<file path="config.mk">
export PLATFORM = sky130hd
export DESIGN_NAME = scan_mux
export DESIGN_NICKNAME = d
export VERILOG_FILES = /design/src/rtl/scan_mux.sv
export SDC_FILE = /design/constraint.sdc
export NUM_CORES = 1
export LEC_CHECK = 0
export ABC_AREA = 1
export CORE_UTILIZATION = 25
export CTS_CLUSTER_DIAMETER = 80
export CTS_CLUSTER_SIZE = 40
export DETAILED_ROUTE_END_ITERATION = 12
export PLACE_DENSITY = 0.45
export SLEW_MARGIN = 20
export SYNTH_ARGS = -nofsm -noshare
export SYNTH_HDL_FRONTEND = slang
export SYNTH_SLANG_ARGS = --single-unit
</file>
<file path="constraint.sdc">
create_clock -name clk -period 2.05 [get_ports clk]
set_input_delay 0.41 -clock clk [delete_from_list [all_inputs] [get_ports clk]]
set_output_delay 0.41 -clock clk [all_outputs]
set_load 0.005 [all_outputs]
</file>
<file path="src/rtl/scan_mux.sv">
// Registered N_CH:1 channel mux with manual, round-robin scan, hold and one-shot sweep modes.
// Latency 1 cycle (every output is a flop); no backpressure, outputs update each cycle.
module scan_mux #(
    parameter int N_CH  = 4,
    parameter int W     = 1,
    parameter int DWELL = 1,
    localparam int SELW = $clog2(N_CH)
) (
    input  logic              clk,
    input  logic              reset,
    input  logic [N_CH*W-1:0] din,
    input  logic [SELW-1:0]   sel,
    input  logic [1:0]        mode,
    input  logic [N_CH-1:0]   ch_en,
    input  logic              start,
    output logic [W-1:0]      out,
    output logic [SELW-1:0]   out_ch,
    output logic              out_valid,
    output logic              done
);
    localparam int CW = $clog2(DWELL + 1);
    localparam logic [CW-1:0] CNT_TC = CW'(DWELL - 1);

    localparam logic [1:0] MODE_MAN   = 2'b00;
    localparam logic [1:0] MODE_SCAN  = 2'b01;
    localparam logic [1:0] MODE_HOLD  = 2'b10;
    localparam logic [1:0] MODE_SWEEP = 2'b11;

    typedef enum logic [1:0] {
        S_IDLE,
        S_RUN,
        S_FIN
    } sweep_state_e;

    logic [W-1:0] din_a [N_CH];

    for (genvar k = 0; k < N_CH; k++) begin : g_unpack
        assign din_a[k] = din[k*W +: W];
    end

    // Next enabled index above cur, wrapping; returns cur when nothing else is enabled.
    function automatic logic [SELW-1:0] next_en(input logic [SELW-1:0] cur,
                                                input logic [N_CH-1:0] en);
        logic [SELW-1:0] r;
        int              idx;
        r = cur;
        for (int i = N_CH - 1; i >= 1; i--) begin
            idx = (int'(cur) + i) % N_CH;
            if (en[idx]) r = SELW'(idx);
        end
        return r;
    endfunction

    function automatic logic [SELW-1:0] lowest_en(input logic [N_CH-1:0] en);
        logic [SELW-1:0] r;
        r = '0;
        for (int i = N_CH - 1; i >= 0; i--) begin
            if (en[i]) r = SELW'(i);
        end
        return r;
    endfunction

    function automatic logic has_higher(input logic [SELW-1:0] cur,
                                        input logic [N_CH-1:0] en);
        logic r;
        r = 1'b0;
        for (int i = 0; i < N_CH; i++) begin
            if (en[i] && i > int'(cur)) r = 1'b1;
        end
        return r;
    endfunction

    logic [W-1:0]    out_q, out_d;
    logic [SELW-1:0] out_ch_q, out_ch_d;
    logic            out_valid_q, out_valid_d;
    logic            done_q, done_d;
    logic [CW-1:0]   cnt_q, cnt_d;
    sweep_state_e    state_q, state_d;
    logic            scan_act_q, scan_act_d;

    always_comb begin
        out_d       = out_q;
        out_ch_d    = out_ch_q;
        out_valid_d = out_valid_q;
        done_d      = 1'b0;
        cnt_d       = cnt_q;
        state_d     = S_IDLE;
        scan_act_d  = 1'b0;

        case (mode)
            MODE_MAN: begin
                if (int'(sel) >= N_CH) begin
                    out_d       = '0;
                    out_valid_d = 1'b0;
                end else begin
                    out_ch_d    = sel;
                    out_d       = din_a[sel];
                    out_valid_d = 1'b1;
                end
            end

            MODE_SCAN: begin
                scan_act_d = 1'b1;
                if (ch_en == '0) begin
                    out_d       = '0;
                    out_valid_d = 1'b0;
                    cnt_d       = '0;
                end else begin
                    out_valid_d = 1'b1;
                    // The entry edge only clears the counter, so a resumed channel gets a full dwell.
                    if (!ch_en[out_ch_q] || (scan_act_q && cnt_q == CNT_TC)) begin
                        out_ch_d = next_en(out_ch_q, ch_en);
                        cnt_d    = '0;
                    end else if (!scan_act_q) begin
                        cnt_d = '0;
                    end else begin
                        cnt_d = cnt_q + CW'(1);
                    end
                    out_d = din_a[out_ch_d];
                end
            end

            MODE_HOLD: begin
            end

            MODE_SWEEP: begin
                case (state_q)
                    S_RUN: begin
                        if (cnt_q == CNT_TC) begin
                            cnt_d = '0;
                            if (has_higher(out_ch_q, ch_en)) begin
                                state_d     = S_RUN;
                                out_ch_d    = next_en(out_ch_q, ch_en);
                                out_d       = din_a[out_ch_d];
                                out_valid_d = 1'b1;
                            end else begin
                                state_d     = S_FIN;
                                done_d      = 1'b1;
                                out_valid_d = 1'b0;
                            end
                        end else begin
                            state_d     = S_RUN;
                            cnt_d       = cnt_q + CW'(1);
                            out_d       = din_a[out_ch_q];
                            out_valid_d = 1'b1;
                        end
                    end
                    S_FIN: begin
                        out_valid_d = 1'b0;
                    end
                    default: begin
                        out_valid_d = 1'b0;
                        if (start && ch_en != '0) begin
                            state_d     = S_RUN;
                            out_ch_d    = lowest_en(ch_en);
                            cnt_d       = '0;
                            out_d       = din_a[out_ch_d];
                            out_valid_d = 1'b1;
                        end
                    end
                endcase
            end

            default: begin
            end
        endcase
    end

    always_ff @(posedge clk) begin
        if (reset) begin
            out_q       <= '0;
            out_ch_q    <= '0;
            out_valid_q <= 1'b0;
            done_q      <= 1'b0;
            cnt_q       <= '0;
            state_q     <= S_IDLE;
            scan_act_q  <= 1'b0;
        end else begin
            out_q       <= out_d;
            out_ch_q    <= out_ch_d;
            out_valid_q <= out_valid_d;
            done_q      <= done_d;
            cnt_q       <= cnt_d;
            state_q     <= state_d;
            scan_act_q  <= scan_act_d;
        end
    end

    assign out       = out_q;
    assign out_ch    = out_ch_q;
    assign out_valid = out_valid_q;
    assign done      = done_q;

endmodule

</file>
# [After elaboration in Yosys (flattened, before gate mapping)]
# Cells that the tools add are included.
[totals] register_bits=9 latch_bits=0 ramBits=0 rom_bits=0 out_inout_bits=5 n_memories=0
[classes] addsub=4 mul=0 div=0 order_cmp=12 n_eq_ne=10 n_shift=0 n_mux=80 bitwise=11 reduce_logical=21
[ops] operator="2-bit two-way mux" count=23
[ops] operator="1-bit two-way mux" count=39
[ops] operator="1-bit binary-select mux with 2-bit select" count=9
[ops] operator="3-bit greater-or-equal comparator, second input constant" count=5
[ops] operator="2-bit inverter with 3-bit output" count=5
[ops] operator="3-bit by 4-bit < comparator with 1-bit output, second input constant" count=3
[ops] operator="2-bit OR reduction" count=5
[ops] operator="3-bit inequality test, second input constant" count=3
[ops] operator="1-bit case mux with 2 select lines" count=4
[ops] operator="2-bit case mux with 2 select lines" count=2
[ops] operator="1-bit case mux with 3 select lines" count=2
[ops] operator="2-bit case mux with 3 select lines" count=1
[ops] operator="6-bit AND reduction" count=1
[ops] operator="1-bit logical AND" count=5
[ops] operator="2-bit adder, second input constant" count=2
[ops] operator="2-bit by 1-bit == test with 1-bit output, second input constant" count=2
[ops] operator="2-bit == test, second input constant" count=2
[ops] operator="2-bit > comparator, first input constant" count=2
[ops] operator="4-bit logical NOT" count=1
[ops] operator="2-bit inequality test, second input constant" count=2
[ops] operator="4-bit inequality test, second input constant" count=1
[ops] operator="4-bit AND reduction" count=1
[ops] operator="4-bit nonzero test" count=1
[ops] operator="4-bit OR reduction" count=1
[ops] operator="other kinds (12)" count=16

# [Depth between registers and ports, before layout]
# Gate-level depths: netlist of run 1.
[depth] ltp_word=21 depth_mapped=17 depth_no_buf=17

# [Worst setup path before layout of run 1]
# No wires, ideal clock.
[synth_timing] path_type="reg2reg" from="register out_ch_q[1] (netlist: out_ch[1])" to="register out_q (netlist: out)" setup_ns=0.066 arrival_time_ns=1.911 required_ns=1.984 slack_ns=0.073 path_stages_with_launch=16 path_buffers=0 synth_period_minus_slack_ns=1.977 path_cell_list="dfxtp_1 > inv_1 > ha_1 > inv_1 > nand2_1 > nand2_1 > clkinv_1 > nand2_1 > nand2_1 > o21ai_1 > inv_1 > nand3_1 > nand3_1 > nand3_1 > nand2_1 > a21oi_2"
[synth_between] elab_chain_len=19 word_cells_on_any_way=57 classes_between="add/sub: 3; order compare: 3; eq/ne: 1; mux: 41; bitwise: 3; reduce/logical: 6"
[synth_rtl] item="start: declaration" line="74" text="logic [SELW-1:0] out_ch_q, out_ch_d;"
[synth_rtl] item="start signal: assignment" line="180" text="out_ch_q <= out_ch_d;"
[synth_rtl] item="2-bit adder" line="48" text="idx = (int'(cur) + i) % N_CH;"
[synth_rtl] item="1-bit binary-select mux with 2-bit select" line="49" text="if (en[idx]) r = SELW'(idx);"
[synth_rtl] item="1-bit two-way mux (not written as such) (2 in a row)" line="49"
[synth_rtl] item="2-bit two-way mux (3 in a row)" line="49"
[synth_rtl] item="2-bit two-way mux" line="131" text="if (has_higher(out_ch_q, ch_en)) begin"
[synth_rtl] item="2-bit two-way mux" line="129" text="if (cnt_q == CNT_TC) begin"
[synth_rtl] item="2-bit two-way mux" line="127" text="case (state_q)"
[synth_rtl] item="2-bit two-way mux" line="90" text="case (mode)"
[synth_rtl] item="2-bit inverter with 3-bit output (not written as such)" line="134" text="out_d = din_a[out_ch_d];"
[synth_rtl] item="1-bit binary-select mux with 2-bit select" line="134"
[synth_rtl] item="1-bit two-way mux (not written as such) (2 in a row)" line="134"
[synth_rtl] item="1-bit two-way mux" line="131"
[synth_rtl] item="1-bit two-way mux" line="129"
[synth_rtl] item="1-bit case mux with 2 select lines" line="127"
[synth_rtl] item="1-bit case mux with 3 select lines" line="90"
[synth_rtl] item="end signal: assignment" line="179" text="out_q <= out_d;"
[synth_rtl] item="end: declaration" line="73" text="logic [W-1:0] out_q, out_d;"
# Several ways; a longest one is shown, not always the timed one. The select of a mux whose other input is x is not followed.
# A chain may end at the register's enable or synchronous reset.

# [Worst setup path after layout of run 1]
[layout_timing] from="register out_ch_q[0] (netlist: out_ch[0])" to="register out_ch_q[0] (netlist: out_ch[0])"
[layout_between] elab_chain_len=15 word_cells_on_any_way=45 classes_between="add/sub: 3; order compare: 3; eq/ne: 1; mux: 32; reduce/logical: 6"
[layout_rtl] item="2-bit adder" line="48"
[layout_rtl] item="1-bit binary-select mux with 2-bit select" line="49"
[layout_rtl] item="1-bit two-way mux (not written as such) (2 in a row)" line="49"
[layout_rtl] item="2-bit two-way mux (3 in a row)" line="49"
[layout_rtl] item="2-bit two-way mux" line="131"
[layout_rtl] item="2-bit two-way mux" line="129"
[layout_rtl] item="2-bit two-way mux" line="127"
[layout_rtl] item="2-bit two-way mux" line="90"
[layout_rtl] item="2-bit two-way mux" line="131"
[layout_rtl] item="2-bit two-way mux" line="129"
[layout_rtl] item="2-bit case mux with 2 select lines" line="127"
[layout_rtl] item="2-bit case mux with 3 select lines" line="90"
# Several ways; a longest one is shown, not always the timed one. The select of a mux whose other input is x is not followed.

==> results.py, run 1 <==
metrics = {
    "worst_hold_path": {
        "hold_start": "out_valid",
        "hold_path_class": "flip-flop to flip-flop",
        "whs_path_depth": 2,
        "worstHoldEndpoint": "out_valid",
    },
    "final_layout": {
        "regArea_um2": 181,
        "fin_nets": 233,
        "drive_gt1_share_pct": 26.4,
        "area_growth_pct": 47.3,
        "n_antenna_cell": 0,
        "final_util_pct": 39.7,
        "post-route-cell-area_um2": 1510,
        "layout_commonest_cell": "nand2_1",
        "fillerInstances": 403,
        "final_cell_mix": "nand2_1 (37), inv_1 (23), nand3_1 (16), buf_4 (16)",
        "multi_input_area_um2": 769,
    },
    "routing": {
        "drc": 0,
        "drt_first_pass_iters": 4,
        "via_count": 1223,
        "drt.antenna.violating_nets": 0,
        "drtIter0Drc": 72,
        "wl_um": 3130,
        "drt-vias-per-instance": 4.70,
        "wl_per_cell_um": 12.0,
    },
    "critical_path": {
        "crit_path_cell_trace": "inv_2 -> buf_6 -> ha_2 -> nor3_2 -> a21oi_1 -> o21a_1 -> o21a_1 -> nor4_4 -> o21ai_1 -> a31oi_1",
        "path_class": "flip-flop to flip-flop",
        "setup.worst_path.end_class": "flip-flop",
        "crit_path_frequent_cell": "o21a_1",
        "worst_path_max_delay_cell": "nor4_4",
        "reg2regPathDepth": 10,
        "required_ps": 2190,
        "start_kind": "flip-flop",
        "cp.arrival_ps": 2050,
        "max_stage_delay_ps": 340,
        "critPathMaxFanout": 4,
        "r2r_slack_ps": 140,
        "regToRegEndpoint": "out_ch[0]",
        "reg2reg_from": "out_ch[0]",
    },
    "placement": {
        "dp_slack_ps": -253,
        "io_buffers": 19,
        "hpwl_um": 2510,
        "gp_congestion": 0.860,
        "placed_area_um2": 1380,
    },
    "job": {
        "maxCapViolations": 0,
    },
    "clock_tree": {
        "root_buffer": "clkbuf_8",
        "cts_max_path_buffers": 2,
        "cts_tree": "done",
        "clk_pin_slew_ps": 50,
        "cts-hold-fix-buffers": 0,
        "htreeDepth": 1,
        "clkSinkCount": 9,
        "insertion_delay_ps": 230,
        "cts_buffers": 3,
    },
    "die": {
        "start_util_pct": 27.0,
        "io_pins": 20,
        "core_um2": 3800,
        "dieArea_um2": 4360,
        "die-height_um": 66.0,
        "placementRows": 22,
        "die_w_um": 66.0,
    },
    "sta": {
        "skew_ps": 1.49,
        "setup_ws_ps": 136,
        "slew_headroom_pct": 73.8,
        "slew_viol_final": 0,
        "rsz0062_at_grt": "no",
        "tightestPinTransition_ps": 391,
        "min_period_ps": 1910,
        "hold_viol_final": 0,
        "max_freq_ghz": 0.522,
        "whs_ps": 467,
        "setup_viol": 0,
        "fin_crit_sh_pct": 93.4,
    },
    "global_route": {
        "grt-ovfl-total": 0,
        "grt_pass1_wl_um": 5170,
        "grt_max_degree": 15,
        "first_global_vias": 1136,
        "antenna_found_initial": 0,
        "grt_usage_pct": 15.2,
    },
    "power_and_ir_drop": {
        "power.leakage_nw": 0.749,
        "powerDensity_nw_per_um2": 562,
        "power_uw": 847,
        "ir_drop_mv": 0.330,
    },
    "outcome": {
        "status": "finished clean",
    },
    "synthesis": {
        "yosysWarnings": 0,
        "syn_inst": 173,
        "ys_seq_elements": 9,
        "syn_area_um2": 1020,
        "synth.distinct_cells": 25,
        "avgSynthCellArea_um2": 5.92,
        "synth-seq-area-share_pct": 17.6,
        "syn-num-nets": 193,
    },
}
-- state kept, by name (all words and copies together) (netlist names) --
name        cells
scan_act_q      1
state_q         2
cnt_q           1
out_valid       1
out_ch          2
done            1
out             1
-- worst max-delay path, delay by kind of cell (launching register included) --
family          cells  cell delay, ps
compound gates      5             720
fa+ha+maj           1             170
buf+inv             2             160
flops               1             320
simple gates        2             430
-- worst max path at each step --
stage / start / to / depth (start not counted)
floorplan: out_ch[1] / out / 15
global placement: ch_en[1] / out / 15
detailed placement: ch_en[1] / out / 15
CTS: ch_en[1] / out / 15
global route: out_ch[1] / out_valid / 12
finish: out_ch[0] / out_ch[0] / 10
-- synth_stat cells --
master,number,area (um^2)
a211oi_1,1,7.51
a21oi_1,15,75.1
a21oi_2,1,8.76
a31oi_1,1,6.26
and3_1,1,6.26
buf_6,1,11.3
clkinv_1,1,3.75
dfxtp_1,9,180
ha_1,5,62.6
inv_1,24,90.1
inv_2,7,26.3
nand2_1,39,146
nand2_2,7,43.8
nand2_4,2,22.5
nand3_1,16,80.1
nand3_2,6,60.1
nand4_1,1,6.26
nor2_1,13,48.8
nor3_1,2,10.0
nor4_2,1,12.5
o21a_1,2,15.0
o21ai_0,11,55.1
o21ai_1,5,25.0
o21ai_2,1,8.76
o22ai_2,1,12.5
-- area by class of cell --
class / instances / share of cell area (%)
sequential: 9 / 12.0
clock inverter: 1 / 0.332
clock buffer: 3 / 2.74
tap: 48 / 3.98
timing repair buffer: 36 / 22.0
inverter: 32 / 7.96
multi-input combinational: 131 / 51.0
-- per-stage QoR --
step	cells	TNS, ps
after floorplan	173	0
after global placement	254	-658
after detailed placement	254	-698
after CTS	258	0
after global routing	260	0
final	260	0
-- cell families after synthesis --
kind of cell | share of synthesized area, %
flip-flops | 17.6
AND/OR/NAND/NOR | 42.6
adder cells (fa/ha/maj) | 6.11
AO/OA/AOI/OAI | 20.9
buffers and inverters | 12.8
-- report_power, final --
part           internal, mW  total (mW)  switching [mW]
sequential            0.185       0.190         0.00530
combinational         0.199       0.446           0.247
clock                 0.133       0.211          0.0775
-- metal layers --
metal	GRT usage, %	vias up	part of all wire (%)
met3	1.90	3	4.3
met2	23.9	33	46
met1	21.7	547	49
li1	-	640	-
met4	3.72	0	0.29
met5	0	-	0
-- repair_timing --
action / 4_1_cts / 5_1_grt
pin swaps: 0 / 6
endpoints found under the setup margin: 1 / 4
buffers inserted: 0 / 2
resized for setup: 1 / 17
Power figures use the tool's default switching activity.
==> run 2: changes to the inputs <==
- CAP_MARGIN: not set -> 20
==> results of run 2 <==
Final layout, timing and power as in run 1 (identical DEF).
